File: config.mk
export PLATFORM = sky130hd
export DESIGN_NAME = sdes_ep_xor_stage
export DESIGN_NICKNAME = d
export VERILOG_FILES = /design/src/rtl/sdes_ep_xor_stage.sv
export SDC_FILE = /design/constraint.sdc
export NUM_CORES = 1
export LEC_CHECK = 0
export ABC_CLOCK_PERIOD_IN_PS = 1900
export CAP_MARGIN = 0
export CORE_UTILIZATION = 30
export DETAILED_ROUTE_END_ITERATION = 6
export PLACE_DENSITY = 0.6
export SLEW_MARGIN = 25
export SYNTH_ARGS = -nofsm -noshare
export SYNTH_HDL_FRONTEND = slang
export SYNTH_SLANG_ARGS = --single-unit
export TNS_END_PERCENT = 1
File: constraint.sdc
create_clock -name clk -period 1.9 [get_ports clk]
set_input_delay 0.285 -clock clk [delete_from_list [all_inputs] [get_ports clk]]
set_output_delay 0.285 -clock clk [all_outputs]
set_load 0.02 [all_outputs]
File: src/rtl/sdes_ep_xor_stage.sv
// sdes_ep_xor_stage: registered S-DES Fk expansion/permutation + subkey XOR.
// Two-entry elastic buffer (output register O + one skid register S) with a
// registered inReady. The left nibble of the XOR result feeds S0 and the right
// nibble feeds S1. The L/R nibbles and the round tag travel alongside.
// Optional feature: define SDES_EPXOR_PARITY_EN to add outParity, the
// XOR-reduce of {leftSide,rightSide}, held with the payload.
module sdes_ep_xor_stage #(
   parameter int unsigned DEPTH_SKID = 1
) (
   input  logic       clk,
   input  logic       reset,
   input  logic       inValid,
   output logic       inReady,
   input  logic [0:7] inData,
   input  logic       inRound,
   input  logic       decryptMode,
   input  logic [0:7] k1,
   input  logic [0:7] k2,
   output logic       outValid,
   input  logic       outReady,
   output logic [0:3] leftSide,
   output logic [0:3] rightSide,
   output logic [0:3] passLeft,
   output logic [0:3] passRight,
   output logic       outRound
`ifdef SDES_EPXOR_PARITY_EN
   ,
   output logic       outParity
`endif
);

`ifdef SDES_EPXOR_PARITY_EN
   localparam int unsigned PW = 18;
`else
   localparam int unsigned PW = 17;
`endif

   // Only a single skid entry is implemented; any other depth must not build.
   generate
      if (DEPTH_SKID != 1) begin : g_bad_depth
         $error("sdes_ep_xor_stage: DEPTH_SKID must be 1");
      end
   endgenerate

   typedef enum logic [1:0] {
      ST_EMPTY = 2'd0,
      ST_ONE   = 2'd1,
      ST_FULL  = 2'd2
   } state_t;

   state_t        r_state;
   logic          r_out_valid;
   logic          r_in_ready;
   logic [0:PW-1] r_o;
   logic [0:PW-1] r_s;

   logic          w_sel;
   logic [0:7]    w_key;
   logic [0:7]    w_ep;
   logic [0:7]    w_x;
   logic [0:PW-1] w_pay;
   logic          w_accept;
   logic          w_drain;

   // Subkey choice: decryption runs the rounds with the keys swapped.
   assign w_sel = inRound ^ decryptMode;
   assign w_key = w_sel ? k2 : k1;

   // E/P of R = inData[4:7]: {R3,R0,R1,R2,R1,R2,R3,R0}, then subkey XOR.
   assign w_ep = {inData[7], inData[4], inData[5], inData[6],
                  inData[5], inData[6], inData[7], inData[4]};
   assign w_x  = w_ep ^ w_key;

   // Payload layout: XOR result, L/R pass-through, round tag (, parity).
`ifdef SDES_EPXOR_PARITY_EN
   assign w_pay = {w_x, inData, inRound, ^w_x};
`else
   assign w_pay = {w_x, inData, inRound};
`endif

   assign w_accept = inValid && r_in_ready;
   assign w_drain  = r_out_valid && outReady;

   // Occupancy FSM with O/S payload registers; inReady is the next !S.valid.
   always_ff @(posedge clk or posedge reset) begin
      if (reset) begin
         r_state     <= ST_EMPTY;
         r_out_valid <= 1'b0;
         r_in_ready  <= 1'b1;
         r_o         <= '0;
         r_s         <= '0;
      end else begin
         case (r_state)
            ST_EMPTY: begin
               if (w_accept) begin
                  r_o         <= w_pay;
                  r_out_valid <= 1'b1;
                  r_state     <= ST_ONE;
               end
            end
            ST_ONE: begin
               if (w_accept && w_drain) begin
                  r_o <= w_pay;
               end else if (w_accept) begin
                  r_s        <= w_pay;
                  r_in_ready <= 1'b0;
                  r_state    <= ST_FULL;
               end else if (w_drain) begin
                  r_out_valid <= 1'b0;
                  r_state     <= ST_EMPTY;
               end
            end
            ST_FULL: begin
               if (w_drain) begin
                  r_o        <= r_s;
                  r_in_ready <= 1'b1;
                  r_state    <= ST_ONE;
               end
            end
            default: begin
               r_state     <= ST_EMPTY;
               r_out_valid <= 1'b0;
               r_in_ready  <= 1'b1;
            end
         endcase
      end
   end

   assign inReady   = r_in_ready;
   assign outValid  = r_out_valid;
   assign leftSide  = r_o[0:3];
   assign rightSide = r_o[4:7];
   assign passLeft  = r_o[8:11];
   assign passRight = r_o[12:15];
   assign outRound  = r_o[16];
`ifdef SDES_EPXOR_PARITY_EN
   assign outParity = r_o[17];
`endif

endmodule
Word-level counts from Yosys, hierarchy flattened. Index checks and enable logic that the tools add are counted.

Register bits after elaboration: 38.

Reduce and logical (&&, ||, !) cells: 10. Bitwise gates (word level): 5. Muxes and demuxes: 20. Eq/ne operators: 10.

Operators by type and width (count): $mux 17 (3); $pmux 17 s3 (1); $ne 2x2->1 const B (7); $reduce_and 4->1 (3); $mux 2 (5); $mux 8 (1); $xor 8x8->8 (1); $mux 1 (7); $pmux 1 s3 (2); $pmux 2 s3 (1); $reduce_and 5->1 (1); $logic_and 1x1->1 (3); $ne 3x3->1 const B (1); $not 1->1 (3); $reduce_and 3->1 (1); $reduce_bool 3->1 (1); $eq 2x1->1 const B (1); $eq 2x2->1 const B (1); $logic_not 2->1 (1); $xor 1x1->1 (1).

Depth between registers and ports, before layout.
Depth in word-level cells: 5. Gate-level depth with buffers: 7. Depth with buffers taken out: 4.

Worst setup path after synthesis. No wires, ideal clock.

Kind: reg-to-reg. From: reg r_in_ready, in the netlist inReady. To: reg r_o[6] (netlist name). Required time: 1.773 ns. Slack: 0.314 ns. Clock period less this slack: 1.586 ns. Arrival time: 1.459 ns. Cell stages (with the launch flop): 7. Cells stage by stage: dfstp_2 nand4_1 o211ai_1 buf_6 buf_6 mux2i_1 o21ai_1.

Word-level cells in the longest chain between the ends: 4. Elaborated cells between the ends (all ways): 5. Those cells by class: eq/ne: 2; reduce/logical: 3.

RTL lines: from (decl) (line 53) `logic r_in_ready;`; from (signal assigned) (line 89) `r_in_ready <= 1'b1;`; from (signal assigned) (line 106) `r_in_ready <= 1'b0;`; from (signal assigned) (line 116) `r_in_ready <= 1'b1;`; $logic_and 1x1->1 * (line 81) `assign w_accept = inValid && r_in_ready;`; $logic_and 1x1->1 (line 102) `if (w_accept && w_drain) begin`; $ne 2x2->1 (no line); $reduce_and 4->1 (no line) *; to (signal assigned) (line 96) `r_o <= w_pay;`; to (signal assigned) (line 103) `r_o <= w_pay;`; to (signal assigned) (line 115) `r_o <= r_s;`; to (decl) (line 54) `logic [0:PW-1] r_o;`.

Mark *: on every way between the ends. The rest lies on a longest branch, timed or not. A chain may end at the register's enable or synchronous reset.

Worst setup path in the final report.
From: reg r_in_ready, in the netlist inReady. To: out inReady.

RTL lines: to (decl) (line 13) `output logic inReady,`.

No word-level cell between the ends.

==> results_dict.tcl <==
set metrics [dict create \
    status "finished, final reports clean" \
    synth_fp_nets 203 \
    synthCells 173 \
    crit_type "reg -> out" \
    final.setup.worst_slack_ns 0.1383 \
    post_drt_via_cell_ratio 4.580 \
    power_density_mw_per_mm2 587.7 \
    area_delta_synth_final_pct 36.17 \
    post_cts.repair.setup_buffers 0 \
    yosysSeqAreaShare_pct 51.07 \
    initial_antenna_violation_count 0 \
    clk_pin_slew_worst_paths_ns 0.07 \
    dpl.cell_count 297 \
    fillerInstances 624 \
    resized_cells_post_cts 0 \
    finalHoldViolCount 0 \
    cp_slowest_cell "sky130_fd_sc_hd__clkdlybuf4s50_1" \
    drt-pass1-iter-count 2 \
    highest_layer "met4" \
    start_kind "flop" \
    grt_pass1_vias 1313 \
    synth.avg_cell_area_um2 10.78 \
    post_route_fraction_of_the_period_consumed_by_the_critical_path_pct 92.72 \
    grt_overflow 0 \
    routed-wl-met2_um 1910 \
    drcViolationCount 0 \
    critical_path.cell_chain "clkdlybuf4s50_1" \
    tightestPinTransition_ns 0.4821 \
    drt_iter0_drc 47 \
    cts_max_path_buffers 2 \
    dp_hpwl_um 2698 \
    synth_top_area_share_pct 49.66 \
    clock_insertion_delay_worst_skew_ns 0.28 \
    proportion_of_layout_cells_with_a_drive_suffix_above_1_pct 11.30 \
    worstPathBufferInverterCount 1 \
    die-width_um 80.83 \
    global_route_wire_length_before_repair_um 6403 \
    cpLargestDelayFamily "buffers and inverters" \
    path_max_fanout 7 \
    postCtsHoldBufs 0 \
    htreeDepth 2 \
    stage_delay_of_the_slowest_cell_on_the_critical_path_ns 0.61 \
    layout.nets 259 \
    fp-row-count 28 \
    critPathRequiredTime_ns 1.62 \
    drt_wl_total_um 3859 \
    pin_count 49 \
    power_leakage_nw 1.125 \
    fin_cells 305 \
    drt-wirelength-per-cell_um 12.65 \
    ir_worst_vdd_mv 0.2589 \
    synth-seq-cells 38 \
    relSlewSlack_pct 67.86 \
    die_height_um 80.83 \
    setup_repair_after_global_routing_missed_its_margin "false" \
    dp_slack_ns -0.09017 \
    synth_cell_type_count 30 \
    grt.total_usage_pct 13.30 \
    floorplan.initialDensity_pct 31.30 \
    synth_warnings 0 \
    number_of_routed_nets_with_antenna_violations 0 \
    routed-wl-met3_um 183 \
    tritoncts "built" \
    globalplace.congestion 0.7214 \
    multi_input_area_um2 835.8 \
    finalCoreUtilization_pct 42.63 \
    dr_vias 1397 \
    layout_min_cycle_time_ns 1.762 \
    critical_path_arrival_ns 1.48 \
    io_buffers 48 \
    post-synth-top-area-cell "sky130_fd_sc_hd__dfrtp_1" \
    drv_slew 0 \
    min-delay-path-class "in -> async" \
    cts_sinks 38 \
    cts-root-buf "sky130_fd_sc_hd__clkbuf_8" \
    grt_start_max_net_pins 39 \
    flip_flop_and_latch_area_um2 952.2 \
    critPathCaptureType "output port" \
    core_area_mm2 0.005956 \
    finalSetupViolations 0 \
    count_of_maximum_capacitance_violations 0 \
    numCtsBuffers 5 \
    syn-cell-area_mm2 0.001864 \
    floorplan.die_area_mm2 0.006533 \
    antenna_cells 0 \
    wire_length_on_met1_um 1703 \
    area_contributors_post_synth "sky130_fd_sc_hd__dfrtp_1 (50%), sky130_fd_sc_hd__mux2i_1 (8.6%), sky130_fd_sc_hd__nand2_1 (6.4%), sky130_fd_sc_hd__o21ai_1 (4.3%), sky130_fd_sc_hd__xor2_1 (3.8%)" \
    fmaxAchievable_mhz 567.6 \
    clock_skew_ns 0.006137 \
]
==> per-layer routing <==
layer / global-route usage, % / up-vias
met5: 0 / -
met4: 6.429 / 0
met3: 3.708 / 6
met2: 20.76 / 28
met1: 16.90 / 659
li1: - / 704
==> worst min-delay path, cell delays in order <==
cell	delay (ns)
sky130_fd_sc_hd__clkdlybuf4s50_1	0.40
sky130_fd_sc_hd__inv_1	0.05
sky130_fd_sc_hd__buf_4	0.42
==> state kept, by name (all words and copies together), names as in the netlist <==
register and cells:
r_o 17, outValid 1, r_state 2, inReady 1
r_s 17
==> final timing paths <==
path / startpoint / end / slack [ns] / cells past startpoint
setup / recovery: inReady / inReady / 0.14 / 1
hold / removal: reset / r_o[9] / 0.42 / 3
setup reg to reg: inReady / r_o[2] / 0.19 / 5
hold reg to reg: r_s[7] / r_s[7] / 0.48 / 2
max in group asynchronous: reset / inReady / 1.13 / 3
min in group clk: r_s[7] / r_s[7] / 0.48 / 2
==> through the flow <==
| stage | cell area [µm²] | setup TNS, ns | power, W | hold slack [ns] |
|---|---|---|---|---|
| floorplan | 1864 | 0 | 0.0008915 | 0.4335 |
| global placement | 2459 | -0.1520 | 0.0009909 | 0.4608 |
| detailed placement | 2459 | -0.5638 | 0.0009901 | 0.4665 |
| CTS | 2539 | 0 | 0.001517 | 0.4349 |
| global route | 2539 | 0 | 0.001559 | 0.4629 |
| finish | 2539 | 0 | 0.001492 | 0.4214 |
==> power breakdown <==
part           total, W  leakage [nW]  internal, W  switching [W]
combinational  0.000162         0.558    0.0000916      0.0000705
sequential     0.000809         0.528     0.000809              0
clock          0.000521        0.0395     0.000261       0.000260
==> Yosys cell counts (all sizes together) <==
cell     instances
a21o             1
a21oi            2
a31oi            9
and2             8
and3b            1
buf              7
clkbuf           1
dfrtp           37
dfstp            1
inv              1
mux2             9
mux2i           16
nand2           32
nand2b           1
nand3            4
nand3b           1
nand4            1
nand4b           1
nand4bb          1
nor2            11
nor2b            1
o211ai           1
o21ai           17
xnor2            1
xor2             8
==> layout make-up <==
class	instances	area share, %
timing repair buffer	57	22.57
tap	75	3.696
clock buffer	8	3.154
multi-input combinational	126	32.92
sequential	38	37.51
inverter	1	0.1479
==> logic make-up after synthesis <==
group                  count (synthesis)  synth area share (%)
multiplexers                          25                 14.63
AND/OR/NAND/NOR                       62                 16.04
flip-flops                            38                 51.07
AO/OA/AOI/OAI                         30                 8.926
XOR/XNOR                               9                 5.235
buffers and inverters                  9                 4.093
==> cell usage in the layout, fill, tap and decap left out, types with 2 or more instances in the layout <==
cell / instances
sky130_fd_sc_hd__nor2_1: 11
sky130_fd_sc_hd__a21oi_1: 2
sky130_fd_sc_hd__dfrtp_1: 37
sky130_fd_sc_hd__o21ai_1: 16
sky130_fd_sc_hd__xor2_1: 8
sky130_fd_sc_hd__nand3_1: 3
sky130_fd_sc_hd__buf_12: 2
sky130_fd_sc_hd__nand2_1: 32
sky130_fd_sc_hd__clkbuf_1: 3
sky130_fd_sc_hd__and2_1: 8
sky130_fd_sc_hd__buf_4: 7
sky130_fd_sc_hd__mux2i_1: 16
sky130_fd_sc_hd__clkbuf_8: 5
sky130_fd_sc_hd__a31oi_1: 9
sky130_fd_sc_hd__mux2_4: 3
sky130_fd_sc_hd__mux2_2: 6
sky130_fd_sc_hd__clkdlybuf4s50_1: 48
(Power assumes the default switching activity.)
